<file path="src/rtl/seq_divider.sv">
// seq_divider: multi-cycle radix-2 restoring integer divider, one quotient bit per clock.
//
// Optional feature macro: SEQ_DIVIDER_SIGNED_EN
//   defined   -> two's complement operands (truncating division, remainder follows dividend)
//   undefined -> unsigned operands
//
// Ports:
//   clk          rising-edge clock
//   rst          asynchronous active-high reset
//   start        request, sampled only while idle
//   dividend     N-bit dividend, captured on the accepting edge
//   divisor      N-bit divisor, captured on the accepting edge
//   busy         high while an operation is in flight
//   done         one-cycle pulse when results are written
//   quotient     result quotient, held until the next accepted start
//   remainder    result remainder, held until the next accepted start
//   div_by_zero  set with done when the divisor was zero
module seq_divider #(
  parameter int unsigned N = 32
) (
  input  logic         clk,
  input  logic         rst,
  input  logic         start,
  input  logic [N-1:0] dividend,
  input  logic [N-1:0] divisor,
  output logic         busy,
  output logic         done,
  output logic [N-1:0] quotient,
  output logic [N-1:0] remainder,
  output logic         div_by_zero
);

  localparam int unsigned CntW = (N > 2) ? $clog2(N) : 1;

  typedef enum logic [1:0] {StIdle, StRun, StFix} state_e;

  state_e          state_q, state_d;
  logic            accept;
  logic            divisor_zero;
  logic [CntW-1:0] cnt_q;
  logic [N-1:0]    rem_q;   // partial remainder
  logic [N-1:0]    dvd_q;   // dividend bits shift out, quotient bits shift in
  logic [N-1:0]    dsr_q;   // divisor magnitude
  logic            dz_q;

  logic [N-1:0]    a_mag, b_mag;
  logic [N:0]      shifted, diff;
  logic [N-1:0]    q_res, r_res;

`ifdef SEQ_DIVIDER_SIGNED_EN
  logic            qneg_q, rneg_q;
`endif

  assign divisor_zero = (divisor == '0);

  // Next-state logic
  always_comb begin
    state_d = state_q;
    accept  = 1'b0;
    unique case (state_q)
      StIdle: begin
        if (start) begin
          accept  = 1'b1;
          state_d = divisor_zero ? StFix : StRun;
        end
      end
      StRun:   if (cnt_q == '0) state_d = StFix;
      StFix:   state_d = StIdle;
      default: state_d = StIdle;
    endcase
  end

  always_ff @(posedge clk or posedge rst) begin
    if (rst) state_q <= StIdle;
    else     state_q <= state_d;
  end

  // Operand magnitudes taken at acceptance
  always_comb begin
`ifdef SEQ_DIVIDER_SIGNED_EN
    a_mag = dividend[N-1] ? ('0 - dividend) : dividend;
    b_mag = divisor[N-1]  ? ('0 - divisor)  : divisor;
`else
    a_mag = dividend;
    b_mag = divisor;
`endif
  end

  // Trial subtraction: rem_q < dsr_q always holds, so bit N of diff is the borrow.
  always_comb begin
    shifted = {rem_q, dvd_q[N-1]};
    diff    = shifted - {1'b0, dsr_q};
  end

  // Result formation for writeback
  always_comb begin
    if (dz_q) begin
      q_res = '1;
      r_res = dvd_q;  // raw dividend was stored for this case
    end else begin
      q_res = dvd_q;
      r_res = rem_q;
`ifdef SEQ_DIVIDER_SIGNED_EN
      if (qneg_q) q_res = '0 - dvd_q;
      if (rneg_q) r_res = '0 - rem_q;
`endif
    end
  end

  always_ff @(posedge clk or posedge rst) begin
    if (rst) begin
      busy        <= 1'b0;
      done        <= 1'b0;
      quotient    <= '0;
      remainder   <= '0;
      div_by_zero <= 1'b0;
      cnt_q       <= '0;
      rem_q       <= '0;
      dvd_q       <= '0;
      dsr_q       <= '0;
      dz_q        <= 1'b0;
`ifdef SEQ_DIVIDER_SIGNED_EN
      qneg_q      <= 1'b0;
      rneg_q      <= 1'b0;
`endif
    end else begin
      done <= 1'b0;
      if (accept) begin
        busy  <= 1'b1;
        cnt_q <= CntW'(N - 1);
        rem_q <= '0;
        dsr_q <= b_mag;
        dz_q  <= divisor_zero;
        dvd_q <= divisor_zero ? dividend : a_mag;
`ifdef SEQ_DIVIDER_SIGNED_EN
        qneg_q <= dividend[N-1] ^ divisor[N-1];
        rneg_q <= dividend[N-1];
`endif
      end else if (state_q == StRun) begin
        rem_q <= diff[N] ? shifted[N-1:0] : diff[N-1:0];
        dvd_q <= {dvd_q[N-2:0], ~diff[N]};
        cnt_q <= cnt_q - CntW'(1);
      end else if (state_q == StFix) begin
        busy        <= 1'b0;
        done        <= 1'b1;
        quotient    <= q_res;
        remainder   <= r_res;
        div_by_zero <= dz_q;
      end
    end
  end

endmodule

</file>
<file path="config.mk">
export PLATFORM = sky130hd
export DESIGN_NAME = seq_divider
export DESIGN_NICKNAME = d
export VERILOG_FILES = /design/src/rtl/seq_divider.sv
export SDC_FILE = /design/constraint.sdc
export NUM_CORES = 1
export LEC_CHECK = 0
export CORE_MARGIN = 1
export CORE_UTILIZATION = 40
export CTS_CLUSTER_DIAMETER = 30
export DETAILED_ROUTE_END_ITERATION = 8
export HOLD_SLACK_MARGIN = 0.15
export PLACE_DENSITY = 0.72
export SLEW_MARGIN = 20
export SYNTH_ARGS = -nofsm -noshare
export SYNTH_HDL_FRONTEND = slang
export SYNTH_SLANG_ARGS = --single-unit
</file>
<file path="constraint.sdc">
create_clock -name clk -period 6.7 [get_ports clk]
set_clock_uncertainty 0.05 [all_clocks]
set_input_delay 1.005 -clock clk [delete_from_list [all_inputs] [get_ports clk]]
set_output_delay 1.005 -clock clk [all_outputs]
set_load 0.05 [all_outputs]
</file>
== After elaboration in Yosys (flattened, before gate mapping) ==
Index checks and enable logic that the tools add are counted.
W data, S select, Z words.
Storage, ports and cells
  word-level logic and storage cells: 50
  register bits after elaboration: 171
  output and inout bits: 67
Cells by class
  add/sub/neg operators: 2
  equal/unequal tests: 5
  bitwise operators: 3
  reduce and logical (&&, ||, !) cells: 8
  mux-type cells: 21
Operators by type and width (number)
  $mux W32: 7
  $sub A33 B32 Y33: 1
  $logic_not A32 Y1: 1
  $mux W5: 2
  $mux W1: 8
  $mux W2: 3
  $ne A2 B2 Y1 const B: 3
  $logic_not A5 Y1: 1
  $sub A5 B1 Y5 const B: 1
  $pmux W2 S2: 1
  $reduce_and A2 Y1: 2
  $reduce_bool A2 Y1: 2
  $not A1 Y1: 3
  $reduce_and A3 Y1: 1
  $eq A2 B1 Y1 const B: 1
  $eq A2 B2 Y1 const B: 1
  $logic_not A2 Y1: 1

== Depth between registers and ports, before layout ==
Gate-level depths: netlist of run 1.
  depth in word-level cells: 4
  gate-level depth with buffers: 16

== Worst setup path before layout of run 1 ==
No wires, ideal clock.
  kind: flip-flop to flip-flop
  from: reg dvd_q[31]
  to: reg rem_q[29]
  setup slack: 3304 ps
  data arrival time: 3212 ps
  required time: 6515 ps
  cell stages (with the launch flop): 17
  path buffers: 2
  library setup time: 135 ps
  clock period less this slack: 3396 ps
  cell sequence: dfrtp_1 -> inv_1 -> ha_1 -> inv_1 -> fa_1 -> a211oi_2 -> nor4_2 -> nor4_2 -> o32ai_2 -> o41ai_4 -> o21ai_4 -> a31oi_4 -> xor2_2 -> buf_4 -> buf_6 -> a32oi_1 -> o31ai_1
Between the ends
  cells in the longest elaborated chain, start to end: 4
Ends and longest elaborated chain
  from (decl): line 42  | logic [N-1:0] dvd_q;
  from (signal assigned): line 134  | dvd_q <= divisor_zero ? dividend : a_mag;
  from (signal assigned): line 141  | dvd_q <= {dvd_q[N-2:0], ~diff[N]};
  $sub A33 B32 Y33: line 92  | diff = shifted - {1'b0, dsr_q};
  $mux W32: line 140  | rem_q <= diff[N] ? shifted[N-1:0] : diff[N-1:0];
  $mux W32: line 139  | end else if (state_q == StRun) begin
  $mux W32: line 128  | if (accept) begin
  to (signal assigned): line 140
  to (decl): line 41  | logic [N-1:0] rem_q;
No other way between the ends. The select of a mux whose other input is x is not followed.
A chain may end at the register's enable or synchronous reset.

== Worst setup path in the final report of run 1 ==
  from: reg dvd_q[31]
  to: reg rem_q[31]
Same word-level chain as after synthesis.

==> impl_results.md, run 1 <==
* Status: completed
* Worst path max stage delay at 0.78 ns
* CP required at 6.94 ns
* Synth top area cells: dfrtp_1 48%, nand2_1 8.0%, o21ai_0 7.8%, ha_1 4.8%, mux2i_1 4.4%
* Post-CTS setup buffer count at 0
* Tmin final at 4.52 ns
* R2R setup slack at 2.18 ns
* Clock sinks at 171
* H-tree depth reported by CTS at 4
* Chip width at 151 um
* # DRC at 0
* Grt total ovfl at 0
* Crit end category: flop
* Hold wc startpoint: remainder[4]
* Max Clock Freq at 221 MHz
* Layout Nets at 1,182
* Rel. slew slack at 0.335
* Least-Margin Pin Slew at approximately 0.99 ns
* DR vias/cell at 5.44
* Final period utilization at 0.675
* DIE AREA at 22,800 um2
* MaxCap Viol Count at 0
* Async SR Flop Fraction at 1.00
* # setup viols final at 0
* Reg2Reg Depth at 16
* Max-slew violation count at 0
* Final WL at 22,500 um
* All-Layer GR Usage at 0.206
* Post-cts resize count at 0
* Commonest non-fill, non-tap cell in the layout: nand2_1
* RSZ-0062 raised after global routing: no
* Placement Rows at between 50 and 60
* Netlist Area Pre-Place at 8870 um2
* CP cell instances: inv_1, ha_1, inv_1, fa_1, a211oi_2, nor4_2, nor4_2, o32ai_2, o41ai_4, o21ai_4, a31oi_4, xor2_2, buf_4, nor4b_1, a31oi_1, o211ai_1
* Crit Path Max Fanout at 25
* PortBufs at 133
* ANT cells at 0
* Hold EP: remainder[4]
* Seq/Total Area, Yosys at 0.482
* CTS Root Cell: clkbuf_16
* Setup TNS at 0 ns
* Critical Path Start Type: flop
* Slowest CP cell: xor2_2
* Core area at about 22,000 um2
* Via count at 7,465
* Post-synth top area cell: dfrtp_1
* ANT nets after route at 0
* Clock latency on the worst-skew pair at approximately 0.43 ns
* Global-route wire length before repair at between 30,000 and 40,000 um
* Post-synth cell types at between 60 and 70
* GP Congestion at 0.906
* Largest net degree at the start of global routing at about 130
* Post-DR wirelength/cell at roughly 16 um
* Hold depth at 2
* Post-Syn Area per Cell at 9.09 um2
* Arrival time of the worst setup path at 4.77 ns
* Worst hold path class: reg -> reg
* Commonest cells after routing, fill and taps aside: 190 x nand2_1, 170 x dfrtp_1, 138 x o21ai_0
* Clock transition at the registers of the reported paths at approximately 0.070 ns
* Post-Synthesis Cells at about 980
* Final Hold Viols at 0
* Layout fillers at 1,974
* Longest Clk Path Bufs at 2
* Synthesized Nets at about 1,100
* TritonRoute pass-1 iters at 5
* Iter 0 DRT Violations at 665
* EDFF count, synth at 0
* Yosys reg bits at around 170
* End of the worst register-to-register path: rem_q[31]
* Worst Slack Setup Final at 2.18 ns
* Die Span Y at 151 um
* Pre-CTS WS at 2.22 ns
* TritonCTS clock tree: built
* Worst r2r src: dvd_q[31]
* Ys Warns at 0
* Yosys top cell area share at 0.482
* Share of layout cells above drive strength 1 at 0.0558
* Synth-to-Final Area Change at 24.4%
* Worst setup path class: reg -> reg
* Detail Placement HPWL at 16,000 um
* CTS Hold Bufs at 0
* Cts bufs inserted at 17
* I/O pins at ~130
* Antenna violations before repair at 0
* Vias in the first global route at a little under 7,000
* Post-synth top flop: dfrtp_1
* Initial core utilization at 0.408
-- how the worst max path moves through the flow --
stage,start,to,slack [ns],cells after the start
floorplan,rst,busy,1.01,1
global placement,dvd_q[31],rem_q[31],2.36,16
detailed placement,dvd_q[31],rem_q[31],2.22,16
CTS,dvd_q[31],rem_q[31],2.18,16
global route,dvd_q[31],rem_q[31],1.78,16
finish,dvd_q[31],rem_q[31],2.18,16
-- layout make-up --
cell class,count,area (um2),share of cell area
flip-flops and latches,171,4280,0.388
multi-input cells,706,4220,0.383
repair buffers,143,1450,0.131
clock buffers,18,429,0.0389
well taps,280,350,0.0317
inverters,41,159,0.0144
clock inverters,14,151,0.0137
-- synthesized netlist by cell type (all sizes together), types with 2 or more instances --
cell type / n
o22ai: 3
a21o: 15
xor2: 13
nor3: 4
dfrtp: 171
xnor2: 19
inv: 41
or2: 3
a31oi: 4
buf: 10
nand2b: 7
a21oi: 43
a32oi: 4
mux2i: 39
nor2: 59
a22oi: 32
o31a: 2
nor4b: 2
nand4: 6
nand3: 5
nor4: 11
o31ai: 3
and3: 3
o211ai: 4
clkbuf: 48
a211oi: 3
ha: 34
nand2: 190
nor2b: 9
o21ai: 169
-- per-layer routing --
layer / track usage / vias up / share of wire / wire length, um
met3: 0.0434 / 13 / 0.073 / 1640
met1: 0.321 / 3568 / 0.49 / 11100
met5: 0 / - / 0 / 0
met2: 0.290 / 268 / 0.42 / 9520
met4: 0.0415 / 0 / 0.0087 / 196
li1: - / 3616 / - / -
-- sequential cells by signal (all words and copies together) (netlist names) --
name	flops
busy	1
cnt_q	5
div_by_zero	1
done	1
dsr_q	32
dvd_q	32
dz_q	1
quotient	32
rem_q	32
remainder	32
state_q	2
-- kinds of logic (layout without fill, tap and decap cells) --
kind of cell | after synthesis | in the layout | synth area share
multiplexers | 40 | 40 | 0.0453
adder cells (fa/ha/maj) | 35 | 35 | 0.0502
XOR/XNOR | 32 | 32 | 0.0333
AO/OA/AOI/OAI | 296 | 296 | 0.199
AND/OR/NAND/NOR | 303 | 303 | 0.145
buffers and inverters | 99 | 216 | 0.0444
flip-flops | 171 | 171 | 0.482
-- stage by stage --
stage	util	hold slack, ns	std cells	instance area (um2)
6_report	0.507	0.428	1373	11000
5_1_grt	0.507	0.455	1373	11000
4_1_cts	0.506	0.435	1372	11000
3_5_place_dp	0.479	0.419	1340	10400
3_3_place_gp	0.478	0.411	1339	10400
2_1_floorplan	-	0.400	976	8870
-- worst max-delay path: cells and delay by family (launching register included) --
family	cells	cell delay [ns]
buf+inv	3	0.56
fa+ha+maj	2	0.58
simple gates	3	0.52
compound gates	7	1.47
xor+xnor	1	0.78
flops	1	0.42
Power of run 1 is not shown: default switching activity piles up to over one toggle a cycle in this logic, so the estimate is an artifact.
==> run 2: changes to the inputs <==
--- a/config.mk
+++ b/config.mk
@@ -10,7 +10,7 @@
 export CTS_CLUSTER_DIAMETER = 30
 export DETAILED_ROUTE_END_ITERATION = 8
 export HOLD_SLACK_MARGIN = 0.15
-export PLACE_DENSITY = 0.72
+export PLACE_DENSITY = 0.74
 export SLEW_MARGIN = 20
 export SYNTH_ARGS = -nofsm -noshare
 export SYNTH_HDL_FRONTEND = slang
==> constraint.sdc (replaced) <==
create_clock -name clk -period 3.65 [get_ports clk]
set_clock_uncertainty 0.05 [all_clocks]
set_input_delay 0.5475 -clock clk [delete_from_list [all_inputs] [get_ports clk]]
set_output_delay 0.5475 -clock clk [all_outputs]
set_load 0.05 [all_outputs]
==> impl_results.md, run 2 (synthesized netlist as in run 1, its figures left out) <==
* Arrival time of the worst setup path at 3.78 ns (-0.99 ns)
* Least-Margin Pin Slew at 0.917 ns (-0.0779 ns)
* Crit end category: flop
* Worst path max stage delay at 0.40 ns (-0.38 ns)
* Crit-path leading delay family: compound AO/OA/AOI/OAI gates
* Layout Nets at 1,205 (+1.9%)
* Rel. slew slack at 0.387 (+0.0521)
* CP cell instances: inv_2, ha_4, inv_2, fa_2, a211oi_4, nor4_4, nor4_2, buf_4, o32ai_4, o41ai_4, o21ai_4, a31oi_4, xor2_2, buf_6, buf_8, nor2_1, a21oi_1, o21ai_1
* Detail Placement HPWL at 16,300 um (+1.7%)
* Longest Clk Path Bufs at 2 (unchanged)
* All-Layer GR Usage at 0.202 (-0.00401)
* Clock latency on the worst-skew pair at 0.43 ns (about the same)
* Iter 0 DRT Violations at 630 (-5.3%)
* Antenna violations before repair at 0 (unchanged)
* # DRC at 0 (unchanged)
* GP Congestion at 0.913 (+0.74%)
* MaxCap Viol Count at 0 (unchanged)
* DR vias/cell at 5.38 (-1.0%)
* Chip width at 151 um (unchanged)
* Setup TNS at 0 ns (unchanged)
* CP dominant cell by count: inv_2
* Final WL at 22,700 um (+1.1%)
* Grt total ovfl at 0 (unchanged)
* DIE AREA at 22,800 um2 (unchanged)
* Core area at 21,800 um2 (unchanged)
* Final Hold Viols at 0 (unchanged)
* Final period utilization at 0.968 (+0.293)
* Synth-to-Final Area Change at 27.7%
* Placement Rows at 54 (unchanged)
* Initial core utilization at 0.408 (unchanged)
* CTS Hold Bufs at 0 (unchanged)
* Crit Path Max Fanout at 10 (-60%)
* Share of layout cells above drive strength 1 at 0.0797 (+0.0239)
* PortBufs at 133 (unchanged)
* ANT nets after route at 0 (unchanged)
* H-tree depth reported by CTS at 4 (unchanged)
* Post-DR wirelength/cell at 16.3 um (-0.59%)
* Slowest CP cell: dfrtp_1
* Clock transition at the registers of the reported paths at 0.07 ns (about the same)
* Max Clock Freq at 283 MHz (+28%)
* Worst setup path class: reg -> reg
* Cts bufs inserted at 17 (unchanged)
* Critical Path Start Type: flop
* WP buf/inv at 5 (+2)
* CTS Root Cell: clkbuf_16
* ANT cells at 0 (unchanged)
* CP required at 3.89 ns (-3.05 ns)
* Vias in the first global route at 6,773 (-1.3%)
* Global-route wire length before repair at 35,700 um (-2.1%)
* Max-slew violation count at 0 (unchanged)
* TritonCTS clock tree: built
* Via count at 7,514 (+0.66%)
* Status: completed
* Die Span Y at 151 um (unchanged)
* Worst hold path class: in -> async
* I/O pins at 134 (unchanged)
* Clock sinks at 171 (unchanged)
* Tmin final at 3.53 ns (-0.990 ns)
* # setup viols final at 0 (unchanged)
* Commonest cells after routing, fill and taps aside: 190 x nand2_1, 170 x dfrtp_1, 138 x o21ai_0
* Largest net degree at the start of global routing at 70 (-47%)
* Commonest non-fill, non-tap cell in the layout: nand2_1
* TritonRoute pass-1 iters at 8 (+3)
run 2: metrics by stage:
step / std cells / utilization / area [um2] / setup slack, ns / hold slack [ns]
2_1_floorplan: 976 / - / 8880 / 0.254 / 0.400
3_3_place_gp: 1354 / 0.485 / 10500 / 0.0719 / 0.413
3_5_place_dp: 1354 / 0.485 / 10500 / -0.0217 / 0.420
4_1_cts: 1387 / 0.513 / 11200 / 0.0575 / 0.355
5_1_grt: 1396 / 0.521 / 11300 / -0.0398 / 0.375
6_report: 1396 / 0.521 / 11300 / 0.116 / 0.357
run 2: final timing paths:
| kind | cells after the start | endpoint | slack (ns) | start |
|---|---|---|---|---|
| min in group clk | 2 | quotient[4] | 0.43 | quotient[4] |
| max in group asynchronous | 3 | quotient[27] | 2.48 | rst |
| worst max register to register | 18 | rem_q[0] | 0.12 | dvd_q[31] |
| worst min-delay path | 2 | div_by_zero | 0.36 | rst |
| worst min register to register | 2 | quotient[4] | 0.43 | quotient[4] |
| worst max-delay path | 18 | rem_q[0] | 0.12 | dvd_q[31] |
run 2: repair_timing:
action,in CTS,in global routing
setup buffers,1,6
cloned,0,3
endpoints found under the hold margin,0,0
setup endpoints to repair,1,28
pin swaps,2,12
gates resized for setup,0,13
run 2: per-layer routing:
layer  track usage  wire length (um)
met1         0.301             11000
met2         0.302              9940
met5             0                 0
met4        0.0535               310
met3        0.0343              1430
run 2: area by class of cell:
type | instances | area (um2)
inverters | 41 | 158
clock inverters | 14 | 179
fillers | 1947 | 10400
multi-input cells | 706 | 4270
clock buffers | 18 | 429
repair buffers | 166 | 1670
well taps | 280 | 350
flip-flops and latches | 171 | 4280
Power of run 2 is left out for the same reason.
==> run 3: changes to the inputs <==
--- a/config.mk
+++ b/config.mk
@@ -5,8 +5,9 @@
 export SDC_FILE = /design/constraint.sdc
 export NUM_CORES = 1
 export LEC_CHECK = 0
-export CORE_MARGIN = 1
+export CORE_ASPECT_RATIO = 1.4
 export CORE_UTILIZATION = 40
+export CTS_BUF_LIST = sky130_fd_sc_hd__clkbuf_16
 export CTS_CLUSTER_DIAMETER = 30
 export DETAILED_ROUTE_END_ITERATION = 8
 export HOLD_SLACK_MARGIN = 0.15
==> impl_results.md, run 3 (synthesized netlist as in run 1, its figures left out) <==
* CTS Hold Bufs at 0 (unchanged)
* ANT cells at 0 (unchanged)
* # DRC at 0 (unchanged)
* I/O pins at 134 (unchanged)
* Final period utilization at 0.978 (+0.00941)
* All-Layer GR Usage at 0.198 (-0.00418)
* Commonest cells after routing, fill and taps aside: 190 x nand2_1, 170 x dfrtp_1, 138 x o21ai_0
* # setup viols final at 0 (unchanged)
* Post-DR wirelength/cell at 16.1 um (-1.1%)
* CTS Root Cell: clkbuf_16
* Grt total ovfl at 0 (unchanged)
* Layout Nets at 1,205 (unchanged)
* Global-route wire length before repair at 35,300 um (-1.2%)
* Non-Filler Instances at 1,413 (+1.2%)
* Setup TNS at 0 ns (unchanged)
* Crit end category: flop
* Tmin final at 3.57 ns (+0.0344 ns)
* Die Span Y at 178 um (+18%)
* Commonest non-fill, non-tap cell in the layout: nand2_1
* GP Congestion at 0.910 (-0.38%)
* Max Clock Freq at 280 MHz (-0.96%)
* Largest net degree at the start of global routing at 71 (+1.4%)
* Share of layout cells above drive strength 1 at 0.0833 (+0.00358)
* Arrival time of the worst setup path at 3.86 ns (+0.08 ns)
* Iter 0 DRT Violations at 517 (-18%)
* Critical Path Start Type: flop
* Initial core utilization at 0.407 (-0.000469)
* Placed cell areas at 10,600 um2 (+0.30%)
* Final WL at 22,700 um (+0.15%)
* Worst hold path class: reg -> reg
* Placed insts at 1,369 (+1.1%)
* Layout fillers at 2,021 (+3.8%)
* RSZ-0062 raised after global routing: yes
* Clock sinks at 171 (unchanged)
* ANT nets after route at 0 (unchanged)
* Final Cell Area at 11,400 um2 (+0.29%)
* Antenna violations before repair at 0 (unchanged)
* Clock transition at the registers of the reported paths at 0.07 ns (about the same)
* TritonRoute pass-1 iters at 7 (-1)
* Core area at 21,800 um2 (+0.11%)
* CP Launch Point: dvd_q[31]
* CP required at 3.95 ns (+0.06 ns)
* Chip width at 128 um (-15%)
* Via count at 7,522 (+0.11%)
* H-tree depth reported by CTS at 4 (unchanged)
* Rel. slew slack at 0.313 (-0.0744)
* DR vias/cell at 5.32 (-1.1%)
* Final Hold Viols at 0 (unchanged)
* Crit Path Max Fanout at 8 (-2)
* Detail Placement HPWL at 16,100 um (-1.2%)
* Status: completed
* Max-slew violation count at 0 (unchanged)
* Worst r2r src: dvd_q[31]
* PortBufs at 133 (unchanged)
* TritonCTS clock tree: built
* MaxCap Viol Count at 0 (unchanged)
* DIE AREA at 22,800 um2 (about the same)
* Clock latency on the worst-skew pair at 0.43 ns (about the same)
* Longest Clk Path Bufs at 2 (unchanged)
* Hold wc startpoint: div_by_zero
* Least-Margin Pin Slew at 1.03 ns (+0.113 ns)
* Worst setup path class: reg -> reg
* Cts bufs inserted at 17 (unchanged)
* Synth-to-Final Area Change at 28.0%
* Vias in the first global route at 6,920 (+2.2%)
* Placement Rows at 64 (+19%)
==> run 3: cell count changes in the layout (fill, tap and decap cells not counted), moves of 2 or more <==
cell,before,now
inv_8,4,1
a21oi_2,0,4
clkinvlp_4,4,2
clkinv_4,0,6
a21oi_1,43,39
buf_4,25,23
buf_12,3,5
==> run 3: metal layers <==
metal	up-vias	GRT usage	part of all wire	wire length (um)
li1	3646	-	-	-
met1	3580	0.264	0.45	10200
met2	252	0.320	0.48	11000
met3	44	0.0312	0.041	932
met4	0	0.0809	0.026	584
met5	-	0	0	0
==> run 3: repair_timing <==
action | in CTS | in global routing
setup buffers | 0 | 11
setup endpoints to repair | 0 | 33
resized for setup | 0 | 22
==> run 3: path summary, 6_finish.rpt <==
check | endpoint | slack [ns] | depth (start not counted)
min reg2reg | div_by_zero | 0.42 | 2
max | rem_q[19] | 0.08 | 17
max in group asynchronous | dvd_q[15] | 2.37 | 3
min in group asynchronous | quotient[23] | 0.50 | 2
max reg2reg | rem_q[19] | 0.08 | 17
min | div_by_zero | 0.42 | 2
==> run 3: area by class of cell <==
class / instances / area (um2) / area share
clock inverter: 15 / 166 / 0.0146
sequential: 171 / 4280 / 0.377
tap: 297 / 372 / 0.0327
inverter: 41 / 160 / 0.0141
multi-input combinational: 706 / 4280 / 0.376
clock buffer: 17 / 425 / 0.0374
timing repair buffer: 166 / 1680 / 0.148
==> run 3: stage by stage <==
| stage | utilization | hold slack [ns] | setup slack (ns) |
|---|---|---|---|
| after floorplan | - | 0.400 | 0.254 |
| after global placement | 0.486 | 0.409 | 0.119 |
| after detailed placement | 0.486 | 0.414 | 0.0448 |
| after CTS | 0.513 | 0.431 | 0.00954 |
| after global routing | 0.522 | 0.445 | -0.0618 |
| final | 0.522 | 0.423 | 0.0815 |
==> run 3: worst max-delay path, stage by stage (launching register included) <==
cell       delay, ns
dfrtp_1         0.39
inv_2           0.08
ha_4            0.15
inv_4           0.04
fa_2            0.38
a211oi_2        0.29
nor4_2          0.09
nor4_2          0.22
o32ai_2         0.18
o41ai_4         0.41
o21ai_4         0.10
a31oi_4         0.22
xor2_4          0.24
buf_6           0.15
clkbuf_16       0.14
buf_8           0.13
a21oi_1         0.08
o21ai_1         0.15
Power of run 3 is left out for the same reason.
==> RTL edit 1: new RTL, settings of run 2 <==
`N`: 32 -> 64.
--- a/src/rtl/seq_divider.sv
+++ b/src/rtl/seq_divider.sv
@@ -16,7 +16,7 @@
 //   remainder    result remainder, held until the next accepted start
 //   div_by_zero  set with done when the divisor was zero
 module seq_divider #(
-  parameter int unsigned N = 32
+  parameter int unsigned N = 64
 ) (
   input  logic         clk,
   input  logic         rst,
Ports: changed (resized dividend, divisor, quotient and remainder); port bits go from 134 to 262. The function was not compared with the original's and may differ.
==> RTL edit 1 against run 2 <==
Final area is 120% higher; largest cell class is now multi-input gates; area after synthesis is 110% higher; wire length rose to 2.5 times the old value; sequential share of layout area is 3.9 points lower; highest routed layer unchanged; via count rose by 120%; fmax is 1.9% higher; sequential cell count increased by 161; setup slack better by 0.067 ns; synthesized cell count is 110% higher.
==> RTL edit 1: results <==
metrics = {
    "outcome": {
        "status": "completed",
    },
    "setup_path": {
        "worstReg2RegStart": "rem_q[3]$_DFFE_PP0P_",
        "r2r-end": "rem_q[63]$_DFFE_PP0P_",
        "regToRegSetupSlack_ns": 0.18,
        "crit_slowest_cell": "o2111ai_1",
    },
    "grt": {
        "grt_pass1_vias": 16852,
        "antenna_found_initial": 5,
        "grt_max_degree": 102,
        "grt_use_met1_pct": 34.2,
        "use_met2_pct": 39.7,
    },
    "routing": {
        "viasPerCell": 5.52,
        "dr.first_iter.drc_count": 1411,
        "drt-wirelength-per-cell_um": 19.2,
        "dr.pass1.iters": 5,
        "met3WireLength_um": 3280,
    },
    "sta": {
        "relSlewSlack_pct": 39.8,
    },
    "placed_design": {
        "post_dp_cell_area_mm2": 0.0216,
        "pre_cts_ws_ns": -0.141,
        "dp_hpwl_um": 40800,
        "gp_congestion": 0.923,
    },
    "cells_and_area": {
        "fin_nets": 2549,
        "fillers": 3891,
    },
    "clock_network": {
        "postCtsSetupRepairBufs": 2,
        "htreeDepth": 3,
    },
    "synth": {
        "syn-num-nets": 2286,
        "synth_area_per_cell_um2": 8.75,
        "synthTopCellsByArea": "dfrtp_1 45%, o21ai_0 8.8%, nand2_1 7.9%",
    },
}
[RTL edit 1: changes by cell type after synthesis, sizes merged, moves of 50 or more]
cell	delta
o21ai	+183
inv	+50
clkbuf	+70
nand2	+195
dfrtp	+161
nor2b	+51
a21oi	+123
[RTL edit 1: worst max-delay path by stage]
stage	startpoint	endpoint	slack (ns)	cells after the start
finish	rem_q[3]$_DFFE_PP0P_	rem_q[63]$_DFFE_PP0P_	0.18	13
CTS	dvd_q[63]$_DFFE_PP0P_	rem_q[0]$_DFFE_PP0P_	0.03	15
global route	dvd_q[63]$_DFFE_PP0P_	rem_q[62]$_DFFE_PP0P_	-0.0003	15
global placement	rem_q[1]$_DFFE_PP0P_	rem_q[63]$_DFFE_PP0P_	-0.13	13
floorplan	rst	busy$_DFFE_PP0P_	-1.38	1
detailed placement	rem_q[1]$_DFFE_PP0P_	rem_q[63]$_DFFE_PP0P_	-0.14	13
[RTL edit 1: cell type report]
class                   count  area (µm²)  share of cell area [%]
multi-input cells        1527        9120                    37.2
flip-flops and latches    332        8310                    33.9
repair buffers            317        3160                    12.9
clock buffers             106        2280                    9.31
well taps                 592         741                    3.02
clock inverters            45         554                    2.26
inverters                  91         345                    1.41
diodes                      6        15.0                  0.0612
[RTL edit 1: power groups by stage]
stage | sequential (mW) | clock, mW | combinational, mW
finish | 5.38 | 7.38 | 6.51
global route | 5.48 | 7.68 | 7.28
CTS | 5.37 | 7.46 | 6.42
detailed placement | 5.41 | 0 | 6.33
global placement | 5.39 | 0 | 6.12
floorplan | 5.02 | 0 | 4.95
[RTL edit 1: cell families after synthesis]
kind of cell / share of synthesized area (%)
AOI/OAI and AO/OA: 23.2
and+or+nand+nor: 14.7
DFF: 45.5
buffers and inverters: 5.01
muxes: 3.89
adders and majority gates: 4.63
xor gates and xnor gates: 3.12
==> RTL edit 2: new RTL, settings of run 2 <==
Without the edit above. Encoding of `state_e`: now one-hot (3 bits for 3 states).
--- a/src/rtl/seq_divider.sv
+++ b/src/rtl/seq_divider.sv
@@ -32,7 +32,7 @@
 
   localparam int unsigned CntW = (N > 2) ? $clog2(N) : 1;
 
-  typedef enum logic [1:0] {StIdle, StRun, StFix} state_e;
+  typedef enum logic [2:0] {StIdle = 3'b001, StRun = 3'b010, StFix = 3'b100} state_e;
 
   state_e          state_q, state_d;
   logic            accept;
Function: no difference found for any inputs over 10 cycles, from zero or initial values and one cycle with rst high; not proved beyond that.
==> RTL edit 2 against run 2 <==
Wire length rose by 1.8%; sequential share of layout area rose by 0.42 points; critical endpoint is now rem_q[20]$_DFFE_PP0N_; count of clock-buffer cells in the layout up 2; setup slack improved by 0.062 ns; final area shrank 0.50%; highest routed layer unchanged; synthesized cell count is 0.41% higher; area after synthesis grew 1.0%; sequential cell count rose by 1.
==> RTL edit 2: results <==
metrics = {
    "setup_path": {
        "worst-r2r-cell-count": 14,
        "regToRegSetupSlack_ns": 0.18,
        "critPathMaxFanout": 11,
        "r2r-end": "rem_q[20]$_DFFE_PP0N_",
        "worstPathArrival_ns": 3.71,
        "cp_slowest_stage_delay_ns": 0.46,
        "crit_slowest_cell": "or4_4",
    },
    "routing": {
        "drt-wirelength-per-cell_um": 16.6,
        "vias": 7510,
        "met3WireLength_um": 1350,
        "wl_met1_um": 10600,
        "dr.first_iter.drc_count": 524,
        "route.met2.wl_um": 10500,
    },
    "cells_and_area": {
        "instances_no_fill": 1389,
        "fin_nets": 1200,
        "layout-drive-gt1-share_pct": 6.04,
        "fillers": 1985,
    },
    "synth": {
        "synth.mux.area_fraction_pct": 6.38,
        "synth.yosys.seq_area_share_pct": 48.0,
        "synthTopCellsByArea": "dfrtp_1 48%, mux2i_1 6.3%, nand2_1 6.1%",
        "synth_cell_types": 66,
        "synth_compound_area_share_pct": 17.4,
        "synth_area_per_cell_um2": 9.15,
        "synthXorXnorAreaFrac_pct": 2.74,
    },
    "placed_design": {
        "dp_hpwl_um": 16500,
        "gp_congestion": 0.884,
        "pre_cts_ws_ns": 0.141,
    },
    "worst_hold_path": {
        "min_path_type": "flop to flop",
    },
    "grt": {
        "use_met2_pct": 31.7,
        "gr-usage-met3_pct": 3.41,
        "grt_use_met1_pct": 29.0,
        "grt_use_total_pct": 20.7,
        "grt_max_degree": 124,
    },
    "outcome": {
        "status": "completed",
    },
    "sta": {
        "tightest_slew_ns": 0.836,
    },
}
[RTL edit 2: changes by cell type after synthesis, moves of 4 or more]
cell      change
o21ai_0      -87
nor2_1       +61
a21oi_1      +48
nand2_1      -44
mux2i_1      +17
nand3_1       +9
nor2b_1       -8
nor3_1        +8
nand2b_1      -5
o21a_1        +5
and2_1        +4
clkbuf_1      -4
o21ai_1       -4
o21bai_1      +4
[RTL edit 2: worst max path at each step]
stage,start,slack [ns],to
3_5_place_dp,dvd_q[31]$_DFFE_PP0N_,0.14,rem_q[20]$_DFFE_PP0N_
5_1_grt,dvd_q[31]$_DFFE_PP0N_,-0.02,rem_q[20]$_DFFE_PP0N_
3_3_place_gp,dvd_q[31]$_DFFE_PP0N_,0.25,rem_q[19]$_DFFE_PP0N_
2_1_floorplan,dvd_q[31]$_DFFE_PP0N_,0.58,rem_q[1]$_DFFE_PP0N_
6_report,dvd_q[31]$_DFFE_PP0N_,0.18,rem_q[20]$_DFFE_PP0N_
4_1_cts,dvd_q[31]$_DFFE_PP0N_,0.11,rem_q[20]$_DFFE_PP0N_
[RTL edit 2: final cells by class]
cell class / count / area (µm²) / area share, %
Sequential cell: 172 / 4310 / 38.2
Timing Repair Buffer: 154 / 1540 / 13.7
Clock inverter: 10 / 191 / 1.70
Multi-Input combinational cell: 711 / 4280 / 37.9
Tap cell: 280 / 350 / 3.11
Clock buffer: 20 / 447 / 3.96
Inverter: 42 / 161 / 1.43
[RTL edit 2: timing repair]
| action | 4_1_cts | 5_1_grt |
|---|---|---|
| gates resized for setup | 0 | 1 |
| setup buffers | 0 | 4 |
| setup endpoints to repair | 0 | 25 |
